**config.mk**
```make
export PLATFORM = sky130hd
export DESIGN_NAME = vec_rr_arbiter_flat
export DESIGN_NICKNAME = d
export VERILOG_FILES = /design/src/rtl/vec_arb_pkg.sv /design/src/rtl/vec_rr_arbiter_if.sv /design/src/rtl/vec_rr_arbiter_rr_pick.sv /design/src/rtl/vec_rr_arbiter.sv /design/src/flat_wrapper.sv
export SDC_FILE = /design/constraint.sdc
export NUM_CORES = 1
export LEC_CHECK = 0
export BUFFER_PORTS_ARGS = -buffer_cell sky130_fd_sc_hd__buf_2
export CAP_MARGIN = 20
export CORE_MARGIN = 4
export CORE_UTILIZATION = 40
export CTS_BUF_LIST = sky130_fd_sc_hd__clkbuf_4
export DETAILED_ROUTE_END_ITERATION = 6
export SLEW_MARGIN = 20
export SYNTH_ARGS = -nofsm -noshare
export SYNTH_HDL_FRONTEND = slang
export SYNTH_SLANG_ARGS = --single-unit
```
**constraint.sdc**
```tcl
create_clock -name clk -period 4.51 [get_ports clk]
set_input_delay 0.2255 -clock clk [delete_from_list [all_inputs] [get_ports clk]]
set_output_delay 0.2255 -clock clk [all_outputs]
set_load 0.01 [all_outputs]
```
**src/rtl/vec_arb_pkg.sv**
```systemverilog
// Shared constants and types for the vector round-robin arbiter.
package vec_arb_pkg;
  localparam int VEC_W    = 3;
  localparam int NREQ_DEF = 3;
  // Wide enough for any legal NREQ (2..8), so out_src is always 3 bits.
  localparam int PTR_W    = 3;

  typedef logic [VEC_W-1:0] vec_t;
  typedef logic [PTR_W-1:0] ptr_t;
endpackage

```
**src/rtl/vec_rr_arbiter_if.sv**
```systemverilog
// Request/response bundle between requesters, arbiter and consumer.
interface vec_rr_arbiter_if import vec_arb_pkg::*; #(
  parameter int NREQ  = NREQ_DEF,
  parameter int CNT_W = 8
);
  logic [NREQ-1:0]       req_valid;
  logic [VEC_W*NREQ-1:0] req_vec;
  logic [NREQ-1:0]       req_ready;
  logic                  out_valid;
  logic                  out_ready;
  vec_t                  outv;
  logic                  o2, o1, o0;
  ptr_t                  out_src;
  logic [CNT_W-1:0]      xfer_cnt;

  modport master (
    output req_valid, req_vec, out_ready,
    input  req_ready, out_valid, outv, o2, o1, o0, out_src, xfer_cnt
  );
  modport slave (
    input  req_valid, req_vec, out_ready,
    output req_ready, out_valid, outv, o2, o1, o0, out_src, xfer_cnt
  );
endinterface

```
**src/rtl/vec_rr_arbiter_rr_pick.sv**
```systemverilog
// Cyclic first-set search over a valid mask starting at ptr.
module rr_pick import vec_arb_pkg::*; #(
  parameter int N = NREQ_DEF
) (
  input  logic [N-1:0] valid,
  input  ptr_t         ptr,
  output logic [N-1:0] gnt,
  output ptr_t         idx,
  output logic         any
);
  logic [N-1:0]   rot;
  logic [PTR_W:0] sum;

  always_comb begin
    // Rotate so bit 0 is requester ptr; the lowest set bit is the winner.
    rot = N'({valid, valid} >> ptr);
    any = 1'b0;
    sum = '0;
    for (int k = N-1; k >= 0; k--) begin
      if (rot[k]) begin
        sum = {1'b0, ptr} + (PTR_W+1)'(k);
        any = 1'b1;
      end
    end
    if (sum >= (PTR_W+1)'(N)) sum = sum - (PTR_W+1)'(N);
    idx = sum[PTR_W-1:0];
    gnt = '0;
    for (int i = 0; i < N; i++) gnt[i] = any && (idx == PTR_W'(i));
  end
endmodule

```
**src/rtl/vec_rr_arbiter.sv**
```systemverilog
// Round-robin arbiter feeding one registered 3-bit vector slot.
module vec_rr_arbiter import vec_arb_pkg::*; #(
  parameter int NREQ  = NREQ_DEF,
  parameter int CNT_W = 8
) (
  input logic             clk,
  input logic             resetn,
  vec_rr_arbiter_if.slave bus
);
  logic [NREQ-1:0][VEC_W-1:0] vecs;
  logic [NREQ-1:0]            gnt;
  ptr_t                       idx, rr_ptr, ptr_nxt;
  logic                       any, ld;
  vec_t                       sel;
  vec_t                       outv_q;
  ptr_t                       src_q;
  logic                       ov_q;
  logic [CNT_W-1:0]           cnt_q;

  assign vecs = bus.req_vec;
  assign ld   = !ov_q || bus.out_ready;

  rr_pick #(.N(NREQ)) u_pick (
    .valid (bus.req_valid),
    .ptr   (rr_ptr),
    .gnt   (gnt),
    .idx   (idx),
    .any   (any)
  );

  always_comb begin
    sel = '0;
    for (int i = 0; i < NREQ; i++) sel |= vecs[i] & {VEC_W{gnt[i]}};
  end

  assign ptr_nxt = (idx == PTR_W'(NREQ-1)) ? '0 : idx + 1'b1;

  // Held low during reset so nothing is consumed that the slot will drop.
  assign bus.req_ready = (ld && resetn) ? gnt : '0;

  always_ff @(posedge clk or negedge resetn) begin
    if (!resetn) begin
      ov_q   <= 1'b0;
      outv_q <= '0;
      src_q  <= '0;
      rr_ptr <= '0;
      cnt_q  <= '0;
    end else if (ld) begin
      if (any) begin
        ov_q   <= 1'b1;
        outv_q <= sel;
        src_q  <= idx;
        rr_ptr <= ptr_nxt;
        cnt_q  <= cnt_q + 1'b1;
      end else begin
        ov_q <= 1'b0;
      end
    end
  end

  assign bus.out_valid = ov_q;
  assign bus.outv      = outv_q;
  assign bus.o2        = outv_q[2];
  assign bus.o1        = outv_q[1];
  assign bus.o0        = outv_q[0];
  assign bus.out_src   = src_q;
  assign bus.xfer_cnt  = cnt_q;
endmodule

```
**src/flat_wrapper.sv**
```systemverilog
// flat-port wrapper written by rule: the top's interface ports become plain ports
module vec_rr_arbiter_flat import vec_arb_pkg::*;
#(
  parameter int NREQ  = NREQ_DEF,
  parameter int CNT_W = 8
)
  (clk, resetn, bus_req_valid, bus_req_vec, bus_out_ready, bus_req_ready, bus_out_valid, bus_outv, bus_o2, bus_o1, bus_o0, bus_out_src, bus_xfer_cnt);
  vec_rr_arbiter_if #(.NREQ(NREQ), .CNT_W(CNT_W)) bus_i ();
  input logic clk;
  input logic resetn;
  input wire logic [$bits(bus_i.req_valid)-1:0] bus_req_valid;
  input wire logic [$bits(bus_i.req_vec)-1:0] bus_req_vec;
  input wire logic [$bits(bus_i.out_ready)-1:0] bus_out_ready;
  output wire logic [$bits(bus_i.req_ready)-1:0] bus_req_ready;
  output wire logic [$bits(bus_i.out_valid)-1:0] bus_out_valid;
  output wire logic [$bits(bus_i.outv)-1:0] bus_outv;
  output wire logic [$bits(bus_i.o2)-1:0] bus_o2;
  output wire logic [$bits(bus_i.o1)-1:0] bus_o1;
  output wire logic [$bits(bus_i.o0)-1:0] bus_o0;
  output wire logic [$bits(bus_i.out_src)-1:0] bus_out_src;
  output wire logic [$bits(bus_i.xfer_cnt)-1:0] bus_xfer_cnt;
  assign bus_i.req_valid = bus_req_valid;
  assign bus_i.req_vec = bus_req_vec;
  assign bus_i.out_ready = bus_out_ready;
  assign bus_req_ready = bus_i.req_ready;
  assign bus_out_valid = bus_i.out_valid;
  assign bus_outv = bus_i.outv;
  assign bus_o2 = bus_i.o2;
  assign bus_o1 = bus_i.o1;
  assign bus_o0 = bus_i.o0;
  assign bus_out_src = bus_i.out_src;
  assign bus_xfer_cnt = bus_i.xfer_cnt;
  vec_rr_arbiter #(.NREQ(NREQ), .CNT_W(CNT_W)) u_core (.clk(clk), .resetn(resetn), .bus(bus_i));
endmodule
```
==> run metrics, run 1 <==
TritonCTS Sinks 18; FFs w/ async S/R, synth 100%; maximum VDD drop 0.295 mV; clock transition at the registers of the reported paths 0.09 ns; setup TNS 0 ns; switching pwr 617 uW; status completed; first-pass GRT wire length 5770 microns; CTS H-Tree Depth 1; die width 67.9 microns; crit path max fanout 16; Cells after Synth 156; total track usage 15.9%; CTS tree built; Remaining DRCs 0; # nets final 207; synthesized area per cell 9.21 sq um; most common cell in the netlist dfrtp_1; drt first pass iters 4; Netlist cell types 45; R2R Path End u_core.bus.outv[0]; syn_nets 175; Post-Route WL 3280 microns; post-synthesis sequential area ratio 31.4%; Internal 627 uW; FF+latch count, synth 18; CTS buffer count 3; skew final 0.00891 ns; Max transition margin 60.8%; DRT antenna net count 0; period utilization 76.4%; initial antenna violation count 0; Top FF cell, synth dfrtp_1; Post-CTS Setup Inserts 0; overall power 1240 uW; Combinational Power Share 65.9%; RSZ-0062 raised after global routing false; cell area power density 756 nW/um^2; clock network latency to the later pin of the worst-skew pair 0.29 ns; min cycle time layout 3.45 ns; I/O Pins 36; vias post-DR 1,292; Arr. time, crit path 3.22 ns; critical path startpoint category register; Hold Path Cell Cnt 3; Finished Layout Cells 233; clk buf depth 2; max-cap violations 0; r2r setup slk 1.44 ns; hold slack 0.271 ns; endpoints failing setup 0; HP Class primary input to register; Port Buffer Count 35; top cells by area, synth dfrtp_1, o211ai_1, xnor2_1, nand2_1, o32ai_4; WL per Instance 14.1 microns; Resize count post-CTS 0; First DRT Iteration DRCs 42; sequential share of power 27.7%; hpwl dp 2600 microns; Synth area leader dfrtp_1; Clock Power Share 6.4%; Leak Pwr 0.000718 uW; hold worst-path end u_core.bus.outv[2]; Max Slew Vio Count 0; worst slew pin tran 0.588 ns; sw frac 49.6%; mapped cell area 1440 sq um; Final GP Congestion 0.796; hold-fix buffers at CTS 1; Post-synth EDFFs 0; Layout area overhead 14.5%; CTS Root Cell clkbuf_4; Post-synth top cells dfrtp_1, nand2_1, o211ai_1; warnings from Yosys 0; nature of the critical path endpoint output port; Worst Path Required 4.28 ns; Die H 67.9 microns; largest net degree at the start of global routing 22; worst r2r src u_core.rr_ptr[1]; die area 4610 sq um; vias in the first global route 1,268; DP Cell Count 228; total gr overflow 0; FMAX 0.290 GHz; layout cells sized above 1 26.7%; kind of critical path register to output port; CORE AREA 3390 sq um; Hold Vio Cnt, Final 0; row cnt 21; Reg2Reg Depth 9; DR vias/cell 5.55; diodes inserted 0; hold path start bus_req_vec[5]; starting density of the core 42.4%; share of the synthesized area in the top cell type 31.4%
==> flip-flops by register name, summed over array words and instances (netlist names) <==
| signal | flops |
|---|---|
| u_core.bus.xfer_cnt | 8 |
| u_core.bus.out_src | 3 |
| u_core.bus.outv | 3 |
| u_core.rr_ptr | 3 |
| u_core.bus.out_valid | 1 |
==> power by group through the flow <==
stage | Combinational, uW | Sequential [uW] | Clock (uW)
final | 820 | 345 | 79.3
after floorplan | 662 | 322 | 0
after global placement | 814 | 344 | 0
after detailed placement | 831 | 349 | 0
after CTS | 834 | 347 | 83.7
after global routing | 918 | 366 | 90.9
==> layout make-up <==
type,count,area [sq um]
clock buffer,3,22.5
clock inverter,1,3.75
fill,329,1740
inverter,8,30.0
multi-input combinational,120,888
sequential,18,450
tap,46,57.6
timing repair buffer,37,193
==> routing by layer <==
metal / GRT usage, % / part of all wire (%) / up-vias
met5: 0 / 0 / -
met4: 3.72 / 1.0 / 0
met3: 2.63 / 4.5 / 4
met2: 27.0 / 51 / 27
met1: 21.1 / 44 / 611
li1: - / - / 650
==> worst max-delay path: stages, from the launching register on <==
cell and delay (ns):
dfrtp_1 0.73, inv_2 0.14, o32a_1 0.41, o32ai_4 0.25, ha_1 0.26, nor2_1 0.08, a41oi_4 0.30, nor3b_2 0.43
o2111a_1 0.21, buf_2 0.12
==> cells in the final DEF (no fill, tap or decap), types with 2 or more instances in the layout <==
cell	instances
inv_1	7
or2_2	3
o21ai_0	7
mux2i_1	3
nand2_1	17
nand4_1	3
nand2b_1	7
o32a_1	2
buf_2	35
a41oi_1	3
o211ai_1	11
ha_1	4
o2111a_1	3
nor3b_1	2
nor2_1	8
and3_1	3
xnor2_1	8
nor3_1	2
o32ai_1	2
o32ai_4	2
dfrtp_1	18
clkbuf_4	3
o22ai_1	2
nor2b_1	3
a21oi_1	8
==> per-stage QoR <==
stage                     worst slack [ns]  instance area, sq um  utilization [%]
after global routing                 0.800                  1650             48.5
final                                 1.06                  1650             48.5
after detailed placement              1.38                  1610             47.5
after floorplan                       1.90                  1440                -
after global placement                1.45                  1610             47.5
after CTS                             1.04                  1650             48.5
==> cells by family after synthesis <==
kind of cell | count (synthesis) | share of synthesized area, %
AOI/OAI and AO/OA | 50 | 30.1
xor gates and xnor gates | 9 | 5.49
adders and majority gates | 4 | 3.48
buffers and inverters | 18 | 6.79
DFF | 18 | 31.4
muxes | 3 | 2.09
and+or+nand+nor | 54 | 20.6
==> how the worst max path moves through the flow <==
stage / start / to / slack, ns
floorplan: u_core.rr_ptr[1] / bus_req_ready[1] / 1.90
global placement: u_core.rr_ptr[1] / bus_req_ready[1] / 1.45
detailed placement: u_core.rr_ptr[1] / bus_req_ready[1] / 1.38
CTS: u_core.rr_ptr[1] / bus_req_ready[1] / 1.04
global route: u_core.rr_ptr[1] / bus_req_ready[1] / 0.80
finish: u_core.rr_ptr[1] / bus_req_ready[1] / 1.06
Power figures use the tool's default switching activity.
==> run 2: changes to the inputs <==
clock period = 3.2 ns   (was 4.51 ns; I/O delays follow)
==> run metrics, run 2 (synthesis gave the netlist of run 1 again) <==
status completed; nature of the critical path endpoint output port; vias post-DR 1,323 (+2.4%); critical path's top delay family compound AO/OA/AOI/OAI gates; Max transition margin 63.9% (+3.1 points); crit path max fanout 12 (-4); CTS Root Cell clkbuf_4; Post-Route WL 3420 microns (+4.3%); largest net degree at the start of global routing 22 (unchanged); min cycle time layout 3.04 ns; worst r2r src u_core.rr_ptr[0]; Max Slew Vio Count 0 (unchanged); endpoints failing setup 0 (unchanged); CTS H-Tree Depth 1 (unchanged); I/O Pins 36 (unchanged); met3 usage 2.96% (+0.33 points); Reg2Reg Depth 11 (+2); total gr overflow 0 (unchanged); Leak Pwr 0.000769 uW (+7.2%); row cnt 21 (unchanged); vias in the first global route 1,246 (-1.7%); Final GP Congestion 0.768 (-3.6%); period utilization 94.9%; Hold Vio Cnt, Final 0 (unchanged); hold path start bus_req_vec[8]; worst slew pin tran 0.535 ns (-0.0522 ns); clk buf depth 2 (unchanged); CP max-delay cell dfrtp_2; final instance area 1740 sq um (+5.5%); Layout area overhead 20.8%; First DRT Iteration DRCs 66 (+57%); FMAX 0.329 GHz; WL per Instance 14.3 microns (+1.3%); Hold Path Cell Cnt 3 (unchanged); Largest stage delay, worst path 0.50 ns (-0.23 ns); starting density of the core 42.4% (unchanged); Worst Path Required 3.04 ns (-1.24 ns); overall power 1930 uW (+55%); Port Buffer Count 35 (unchanged); kind of critical path register to output port; most frequent cells in the layout buf_2, nand2_1, dfrtp_1, o211ai_1; Arr. time, crit path 2.88 ns (-0.34 ns); commonest non-fill, non-tap cell in the layout buf_2; Die H 67.9 microns (unchanged); grt met1 use 19.8% (-1.3 points); drt first pass iters 5 (+1); DRT antenna net count 0 (unchanged); met2 Use GR 27.9% (+0.96 points); skew final 0.00619 ns (-0.00271 ns); TritonCTS Sinks 18 (unchanged); # nets final 214 (+3.4%); CORE AREA 3390 sq um (unchanged); cell area power density 1110 nW/um^2 (+47%); r2r setup slk 0.34 ns (-1.10 ns); first-pass GRT wire length 5640 microns (-2.3%); Remaining DRCs 0 (unchanged); max-cap violations 0 (unchanged); placed inst area 1620 sq um (+0.93%); hold worst-path end u_core.bus.outv[2]; clock network latency to the later pin of the worst-skew pair 0.29 ns (about the same); initial antenna violation count 0 (unchanged); number of flip-flops in the largest register 8 (unchanged); die width 67.9 microns (unchanged); layout cells sized above 1 31.4% (+4.7 points); CTS buffer count 3 (unchanged); R2R Path End u_core.rr_ptr[2]; die area 4610 sq um (unchanged); DR vias/cell 5.51 (-0.59%); CP Buf/Inv Count 1 (-1); maximum VDD drop 0.578 mV (+96%); GRT busiest layer met2; diodes inserted 0 (unchanged); clock transition at the registers of the reported paths 0.10 ns (about the same); hpwl dp 2590 microns (-0.69%); CTS tree built; critical path startpoint category register; total track usage 15.9% (-0.051 points); fillers 323 (-1.8%); HP Class primary input to register; CP Cell Sequence nand2b_1 -> o32ai_1 -> a21oi_1 -> o32ai_4 -> ha_1 -> nor2_1 -> a41oi_4 -> nor3b_4 -> o2111a_1 -> buf_2
[run 2: worst max path at each step]
| stage | from | end | slack, ns | depth (start not counted) |
|---|---|---|---|---|
| 6_report | u_core.rr_ptr[0] | bus_req_ready[1] | 0.16 | 10 |
| 5_1_grt | u_core.rr_ptr[0] | bus_req_ready[1] | -0.04 | 10 |
| 4_1_cts | u_core.rr_ptr[0] | bus_req_ready[1] | 0.02 | 9 |
| 3_5_place_dp | u_core.rr_ptr[0] | bus_req_ready[2] | 0.30 | 10 |
| 3_3_place_gp | u_core.rr_ptr[0] | bus_req_ready[2] | 0.44 | 10 |
| 2_1_floorplan | u_core.rr_ptr[1] | u_core.rr_ptr[2] | 0.60 | 11 |
[run 2: metal layers]
metal	wire (microns)	vias up	part of all wire, %
met5	0	-	0
met4	32	0	0.93
met3	188	4	5.5
met2	1680	52	49
met1	1530	609	45
li1	-	658	-
[run 2: worst min-delay path: cells and delay by family]
kind	cells	cell delay [ns]
compound gates	2	0.19
buf+inv	1	0.10
[run 2: area by class of cell]
| class | count | area (sq um) | share of cell area [%] |
|---|---|---|---|
| Multi-Input combinational cell | 120 | 925 | 53.3 |
| Sequential cell | 18 | 452 | 26.0 |
| Timing Repair Buffer | 44 | 245 | 14.1 |
| Tap cell | 46 | 57.6 | 3.32 |
| Inverter | 8 | 30.0 | 1.73 |
| Clock buffer | 3 | 22.5 | 1.30 |
| Clock inverter | 1 | 3.75 | 0.216 |
[run 2: power breakdown]
group	internal, uW	switching [uW]	total (uW)	leakage (uW)
clock network	45.3	66.0	111	0.0000154
logic	616	755	1370	0.000534
registers	331	114	445	0.000220
[run 2: through the flow]
step | hold slack, ns | setup slack, ns | instances | util (%) | TNS, ns
global route | 0.199 | -0.0356 | 240 | 51.2 | -0.0356
detailed placement | 0.135 | 0.304 | 230 | 47.9 | 0
finish | 0.198 | 0.163 | 240 | 51.2 | 0
CTS | 0.189 | 0.0164 | 235 | 49.1 | 0
global placement | 0.128 | 0.440 | 230 | 47.9 | 0
floorplan | -0.136 | 0.605 | 156 | - | 0
[run 2: timing repair]
item | CTS | global route
endpoints found under the setup margin | 1 | 3
setup buffers | 0 | 5
resized for setup | 1 | 6
pin swaps | 0 | 2
hold endpoints to repair | 18 | 0
hold buffers | 1 | 0
